<file path="src/rtl/dma_pair_feeder.sv">
// Avalon-MM DMA master that streams operand pairs into the FP-add accelerator and stores the sums.
// Optional read-response watchdog: define DMA_FEEDER_TIMEOUT_EN.
module dma_pair_feeder #(
  parameter logic [31:0] ACC_BASE    = 32'h0000_1000,
  parameter int          CNT_W       = 16,
  parameter int          TIMEOUT_CYC = 1024
) (
  input  logic        clk,
  input  logic        reset_n,
  input  logic [1:0]  csr_address,
  input  logic        csr_read,
  output logic [31:0] csr_readdata,
  input  logic        csr_write,
  input  logic [31:0] csr_writedata,
  output logic [31:0] m_address,
  output logic        m_read,
  output logic        m_write,
  output logic [31:0] m_writedata,
  input  logic [31:0] m_readdata,
  input  logic        m_readdatavalid,
  input  logic        m_waitrequest,
  output logic        irq,
  output logic [3:0]  dbg_state
);

  typedef enum logic [3:0] {
    S_IDLE, S_RD_A, S_WT_A, S_RD_B, S_WT_B, S_WR_A, S_WR_B,
    S_WR_GO, S_RD_RES, S_WT_RES, S_WR_RES, S_DONE
  } state_t;

  localparam logic [CNT_W-1:0] CNT_ONE = 1;

  state_t           state, state_nx;
  logic [31:0]      src, dst, src_ptr, dst_ptr, op_a, op_b, res;
  logic [CNT_W-1:0] count, pairs;
  logic             irq_en, done, err;
  logic             busy, ctrl_wr, start_req, clr_req, timeout, last_pair, wr_res_ack;

  assign busy       = (state != S_IDLE) && (state != S_DONE);
  assign ctrl_wr    = csr_write && (csr_address == 2'd3);
  assign start_req  = ctrl_wr && csr_writedata[0] && !busy;
  assign clr_req    = ctrl_wr && csr_writedata[2];
  assign last_pair  = ((pairs + CNT_ONE) == count);
  assign wr_res_ack = (state == S_WR_RES) && !m_waitrequest;
  assign irq        = done & irq_en;
  assign dbg_state  = state;

`ifdef DMA_FEEDER_TIMEOUT_EN
  localparam int TO_W = $clog2(TIMEOUT_CYC + 1);
  logic [TO_W-1:0] to_cnt;
  logic            in_wait;

  assign in_wait = (state == S_WT_A) || (state == S_WT_B) || (state == S_WT_RES);
  // Counts consecutive cycles spent waiting; the TIMEOUT_CYC-th such cycle aborts.
  assign timeout = in_wait && !m_readdatavalid && (to_cnt == TO_W'(TIMEOUT_CYC - 1));

  always_ff @(posedge clk or negedge reset_n) begin
    if (!reset_n)                       to_cnt <= '0;
    else if (!in_wait || m_readdatavalid) to_cnt <= '0;
    else                                to_cnt <= to_cnt + TO_W'(1);
  end
`else
  assign timeout = 1'b0;
`endif

  always_ff @(posedge clk or negedge reset_n) begin
    if (!reset_n) state <= S_IDLE;
    else          state <= state_nx;
  end

  // Bus handshake: a command (m_read or m_write with address/data) is presented from the
  // state register and held unchanged while m_waitrequest is high; it is taken on the first
  // clock edge with m_waitrequest low. Read data is accepted only in WT_* on m_readdatavalid.
  always_comb begin
    state_nx    = state;
    m_read      = 1'b0;
    m_write     = 1'b0;
    m_address   = 32'd0;
    m_writedata = 32'd0;
    unique case (state)
      S_IDLE, S_DONE: begin
        if (start_req) state_nx = (count == '0) ? S_DONE : S_RD_A;
        else           state_nx = S_IDLE;
      end
      S_RD_A: begin
        m_read = 1'b1; m_address = src_ptr;
        if (!m_waitrequest) state_nx = S_WT_A;
      end
      S_WT_A: begin
        if (m_readdatavalid) state_nx = S_RD_B;
        else if (timeout)    state_nx = S_DONE;
      end
      S_RD_B: begin
        m_read = 1'b1; m_address = src_ptr + 32'd4;
        if (!m_waitrequest) state_nx = S_WT_B;
      end
      S_WT_B: begin
        if (m_readdatavalid) state_nx = S_WR_A;
        else if (timeout)    state_nx = S_DONE;
      end
      S_WR_A: begin
        m_write = 1'b1; m_address = ACC_BASE; m_writedata = op_a;
        if (!m_waitrequest) state_nx = S_WR_B;
      end
      S_WR_B: begin
        m_write = 1'b1; m_address = ACC_BASE + 32'd4; m_writedata = op_b;
        if (!m_waitrequest) state_nx = S_WR_GO;
      end
      S_WR_GO: begin
        m_write = 1'b1; m_address = ACC_BASE + 32'd12;
        if (!m_waitrequest) state_nx = S_RD_RES;
      end
      S_RD_RES: begin
        m_read = 1'b1; m_address = ACC_BASE + 32'd16;
        if (!m_waitrequest) state_nx = S_WT_RES;
      end
      S_WT_RES: begin
        if (m_readdatavalid) state_nx = S_WR_RES;
        else if (timeout)    state_nx = S_DONE;
      end
      S_WR_RES: begin
        m_write = 1'b1; m_address = dst_ptr; m_writedata = res;
        if (!m_waitrequest) state_nx = last_pair ? S_DONE : S_RD_A;
      end
      default: state_nx = S_IDLE;
    endcase
  end

  always_ff @(posedge clk or negedge reset_n) begin
    if (!reset_n) begin
      src <= '0; dst <= '0; count <= '0; irq_en <= 1'b0; done <= 1'b0; err <= 1'b0;
      pairs <= '0; src_ptr <= '0; dst_ptr <= '0; op_a <= '0; op_b <= '0; res <= '0;
      csr_readdata <= '0;
    end else begin
      if (csr_write && !busy) begin
        case (csr_address)
          2'd0:    src   <= csr_writedata;
          2'd1:    dst   <= {csr_writedata[31:2], 2'b00};
          2'd2:    count <= csr_writedata[CNT_W-1:0];
          default: ;
        endcase
      end
      if (ctrl_wr) irq_en <= csr_writedata[1];
      // Completion outranks a same-cycle clear, so clear+start with COUNT=0 still ends done.
      if (state_nx == S_DONE) done <= 1'b1;
      else if (clr_req)       done <= 1'b0;
      if (start_req)    err <= 1'b0;
      else if (timeout) err <= 1'b1;

      if (start_req) begin
        pairs   <= '0;
        src_ptr <= src;
        dst_ptr <= dst;
      end else begin
        if (state == S_WT_B && m_readdatavalid) src_ptr <= src_ptr + 32'd8;
        if (wr_res_ack) begin
          dst_ptr <= dst_ptr + 32'd4;
          pairs   <= pairs + CNT_ONE;
        end
      end
      if (state == S_WT_A   && m_readdatavalid) op_a <= m_readdata;
      if (state == S_WT_B   && m_readdatavalid) op_b <= m_readdata;
      if (state == S_WT_RES && m_readdatavalid) res  <= m_readdata;

      if (csr_read) begin
        case (csr_address)
          2'd0:    csr_readdata <= src;
          2'd1:    csr_readdata <= dst;
          2'd2:    csr_readdata <= 32'(count);
          default: csr_readdata <= {16'(pairs), 12'd0, err, done, irq_en, busy};
        endcase
      end
    end
  end

endmodule

</file>
<file path="config.mk">
export PLATFORM = sky130hd
export DESIGN_NAME = dma_pair_feeder
export DESIGN_NICKNAME = d
export VERILOG_FILES = /design/src/rtl/dma_pair_feeder.sv
export SDC_FILE = /design/constraint.sdc
export NUM_CORES = 1
export LEC_CHECK = 0
export BUFFER_PORTS_ARGS = -buffer_cell sky130_fd_sc_hd__buf_2
export CAP_MARGIN = 10
export CORE_MARGIN = 1.5
export CORE_UTILIZATION = 49
export CTS_BUF_LIST = sky130_fd_sc_hd__clkbuf_8
export DETAILED_ROUTE_END_ITERATION = 8
export GPL_TIMING_DRIVEN = 0
export HOLD_SLACK_MARGIN = 0.08
export PLACE_DENSITY = 0.75
export SLEW_MARGIN = 20
export SYNTH_ARGS = -nofsm -noshare
export SYNTH_HDL_FRONTEND = slang
export SYNTH_SLANG_ARGS = --single-unit
</file>
<file path="constraint.sdc">
create_clock -name clk -period 3.2 [get_ports clk]
set_clock_uncertainty 0.1 [all_clocks]
set_input_delay 0.32 -clock clk [delete_from_list [all_inputs] [get_ports clk]]
set_output_delay 0.32 -clock clk [all_outputs]
set_load 0.005 [all_outputs]
</file>
# Word-level counts from Yosys, hierarchy flattened

Index checks and enable logic that the tools add are counted.

Register bits: 292
Input port bits: 72
Output and inout port bits: 103
Word-level logic and storage cells: 87

Add/sub/neg operators: 4
Equal/unequal tests: 17
Multiplexer cells: 27
Bitwise logic cells: 1
Reduce and logical (&&, ||, !) cells: 25

Operators with widths:

| cell                                                                   | count |
|---|---|
| 32-bit case mux with 7 select lines                                    | 1 |
| 32-bit case mux with 3 select lines                                    | 2 |
| 32-bit two-way mux                                                     | 4 |
| 32-bit by 3-bit adder with 32-bit output (second input constant)       | 2 |
| 4-bit two-way mux                                                      | 13 |
| 4-bit case mux with 11 select lines                                    | 1 |
| 32-bit by 4-bit adder with 32-bit output (second input constant)       | 1 |
| 16-bit two-way mux                                                     | 2 |
| 4-bit equality test (second input constant)                            | 5 |
| 16-bit by 1-bit adder with 16-bit output (second input constant)       | 1 |
| 16-bit equality test                                                   | 1 |
| 4-bit by 3-bit equality test with 1-bit output (second input constant) | 4 |
| 16-bit logical NOT                                                     | 1 |
| 1-bit logical AND                                                      | 10 |
| 4-bit by 2-bit equality test with 1-bit output (second input constant) | 2 |
| 2-bit AND reduction                                                    | 3 |
| 2-bit nonzero test                                                     | 3 |
| 2-bit equality test (second input constant)                            | 2 |
| 4-bit by 1-bit equality test with 1-bit output (second input constant) | 1 |
| 4-bit logical NOT                                                      | 1 |
| 1-bit two-way mux                                                      | 4 |
| 4-bit inequality test (second input constant)                          | 1 |
| 4-bit nonzero test                                                     | 1 |
| 4-bit OR reduction                                                     | 1 |
| 6 further kinds                                                        | 7 |

# Depth between registers and ports, before layout

Depth in word-level cells: 8
Gate-level depth with buffers: 10
Gate-level depth less buffers: 7

# Worst setup path before layout

No wires, ideal clock.

Kind: reg2out
From: reg src_ptr[4]
To: out m_address[31]
Data arrival time: 1.933 ns
Data required time: 2.780 ns
Slack: 0.847 ns
Stages on the path, launching flop included: 9
Path buffers: 1
Path through: dfrtp_1 -> ha_1 -> nand4_1 -> or2_2 -> nor3_1 -> buf_2 -> nand2_1 -> o311ai_1 -> o311ai_1

Cells in the longest elaborated chain, start to end: 2

Ends and longest elaborated chain:

| element                                  | RTL line | text |
|---|---|---|
| from (decl)                              | 34       | `logic [31:0] src, dst, src_ptr, dst_ptr, op_a, op_b, res;` |
| from (signal assigned)                   | 152      | `src_ptr <= src;` |
| from (signal assigned)                   | 155      | `if (state == S_WT_B && m_readdatavalid) src_ptr <= src_ptr + 32'd8;` |
| 32-bit by 3-bit adder with 32-bit output | 94       | `m_read = 1'b1; m_address = src_ptr + 32'd4;` |
| 32-bit case mux with 7 select lines      | 80       | `unique case (state)` |
| to (decl)                                | 15       | `output logic [31:0] m_address,` |

Every way passes these cells.

# Worst setup path in the final report

From: reg src_ptr[7]
To: out m_address[26]

Same word-level chain as after synthesis.

==> results by group <==
Place
  – # port buffers: 173
  – DP HPWL: 34,600 µm
  – Placed cell count: 2,069
  – RD Place Congestion: 0.966

Synth
  – Mapped Area: 14,900 µm²
  – Yosys reg bits: 290
  – Seq/Total Area, Yosys: 0.486
  – Synth warn: 0
  – Post-synth top area cell: dfrtp_1
  – Mapped Cells: 1,503
  – Async set or reset register ratio after synthesis: 1.00
  – Count of different cell masters after synthesis: 66
  – Syn_nets: 1,579
  – EDFF count, synth: 0
  – Syn Area/Cell: 9.93 µm²
  – Post-synth top area share: 0.486
  – Primary FF master, synth: dfrtp_1
  – Largest cells by area after synthesis: dfrtp_1, mux2_2, nand2_1

GRT
  – First-pass GRT wire length: 74,800 µm
  – GRT Total Usage: 0.308
  – Final global-route overflow total: 0
  – Largest net degree at the start of global routing: 81
  – Initial antenna violation count: 1
  – Number of global-route vias before repair: 13,300

Timing
  – Period utilisation layout: 0.985
  – Fmax: 317 MHz
  – Worst-Margin Slew: 944 ps
  – Min Tclk post-route: 3150 ps
  – Relative slew slack: 0.370
  – Setup-failing EPs final: 0
  – Setup Total Neg Slack: 0 ps
  – Hold Fails Final Rpt: 0
  – Max Slew Vio Count: 0
  – Hold WS: 129 ps

Die
  – Width of the chip: 178 µm
  – Die H: 178 µm
  – Io pins: 175
  – Core Box Area: 29,800 µm²
  – Initial Util: 0.501
  – # rows: 63
  – Die area: 31,500 µm²

Clock network
  – TritonCTS Buffers: 49
  – Clock net sink count: 290
  – Clock Tree Root: clkbuf_8
  – Clock Latency Late Sink: 590 ps
  – Clock Path Buffers: 3
  – CTS tree: done
  – Worst-path clk slew: 50 ps
  – # H-tree levels: 2

Cells and area
  – N_diodes: 0
  – Area grow syn2layout: 22.3%
  – Share of layout cells above drive strength 1: 0.252
  – Final net count: 1,883
  – Fin cells: 2,229

Detailed routing
  – Post-detailed-route wirelength per cell: 21.8 µm
  – ANT nets after route: 0
  – Initial detailed-routing violation count: 1,313
  – Via density: 6.03
  – Wirelength, routed: 48,500 µm
  – # DRC: 0
  – Total number of vias: 13,400
  – DR pass1 iterations: 5

Setup path
  – CP arrival: 2730 ps
  – Setup slack, reg-to-reg: 180 ps
  – Worst r2r src: dbg_state[0]
  – Critical path peak fanout: 7
  – Setup Crit Path Kind: reg -> out
  – WP data required: 2780 ps
  – FF-to-FF End: dbg_state[1]
  – FF-to-FF path depth: 7
  – CP Capture Type: output port
  – Worst setup SP type: flip-flop

Status
  – Run status: finished clean

Hold path
  – Hold Path Class: in -> reg
  – HP Start: m_readdatavalid
  – Hold depth: 3
  – Hold path endpoint: dbg_state[0]

Power
  – Pwr dens: 781 nW/µm²
  – Leakage: 0.00856 µW
  – Worst vdd ir: 544 µV

Job
  – Max-Cap Viols: 0
## worst max-delay path, stage by stage (launching register included)
cell	delay, ps
dfrtp_1	320
buf_4	140
and4_1	200
buf_4	150
nand4_4	160
nor4_4	290
buf_4	180
nand3_1	110
xnor2_1	180
a22o_1	270
buf_2	130
## worst max path at each step
| stage | start | cells after the start | endpoint | slack [ps] |
|---|---|---|---|---|
| global placement | reset_n | 1 | op_a[15] | -3680 |
| floorplan | src_ptr[4] | 8 | m_address[31] | 850 |
| CTS | src_ptr[13] | 8 | m_address[31] | 2 |
| detailed placement | dbg_state[2] | 8 | m_address[23] | -90 |
| finish | src_ptr[7] | 10 | m_address[26] | 50 |
| global route | src_ptr[7] | 10 | m_address[26] | -60 |
## cells by family after synthesis
family / share of synthesized area
multiplexers: 0.131
XOR/XNOR: 0.0375
buffers and inverters: 0.0435
adder cells (fa/ha/maj): 0.00335
flip-flops: 0.486
AND/OR/NAND/NOR: 0.157
AO/OA/AOI/OAI: 0.142
## synth_stat cells (all sizes together), types with 33 or more instances
cell / count
dfrtp: 290
nor2: 92
a222oi: 33
o21ai: 77
a21oi: 63
mux2: 158
xnor2: 43
clkbuf: 79
buf: 37
inv: 46
nand2: 245
nand3: 42
## repair_timing
item                                    4_1_cts  5_1_grt
hold buffers                                 68        0
hold endpoints to repair                    465        0
resized for setup                            31       31
setup buffers                                 3       12
pin swaps                                     3        8
endpoints found under the setup margin       61       56
## registers in the layout, indices dropped and copies added, names as in the netlist
signal	cells
pairs	16
csr_readdata	32
op_a	32
src_ptr	32
op_b	32
dst_ptr	30
src	32
irq_en	1
count	16
dbg_state	4
res	32
dst	30
done	1
## layout by cell type, fill, tap and decap left out, types with 16 or more instances in the layout
cell	count
mux2_1	27
mux2_2	131
o21ai_0	60
o21ai_1	17
nand4_1	29
clkbuf_8	58
xnor2_1	43
buf_2	185
dfrtp_1	284
nand2_1	243
mux2i_1	16
nand3_1	42
a222oi_1	33
xor2_1	21
dlygate4sd3_1	68
a22oi_1	23
a22o_1	20
clkbuf_1	58
buf_4	24
a31oi_1	16
a21oi_1	62
nor2_1	85
inv_1	60
## per-stage QoR
stage	util	setup WS, ps	power [µW]	area (µm²)
3_5_place_dp	0.550	-93.4	10600	16400
3_3_place_gp	0.546	-3680	10400	16300
2_1_floorplan	-	847	8730	14900
5_1_grt	0.613	-57.7	15000	18300
4_1_cts	0.608	1.67	14100	18100
6_report	0.613	47.8	14300	18300
## layout make-up
cell class	instances	area (µm²)
buffer	110	494
inverter	46	173
fill	2437	11500
tap	390	488
clock buffer	58	798
multi-input combinational	1051	7130
timing repair buffer	259	1750
sequential	290	7260
clock inverter	25	166
## layer usage
metal,wire length (µm),vias to the layer above,global-route usage
li1,-,6025,-
met1,19200,6668,0.387
met2,23200,634,0.504
met3,4220,110,0.0735
met4,1890,0,0.139
met5,0,-,0
## power breakdown
group          internal, µW  total, µW  switching (µW)
registers              5050       6540            1490
logic                  2080       4380            2300
clock network          1800       3340            1540
No activity file was read; power rests on OpenSTA's default activity.
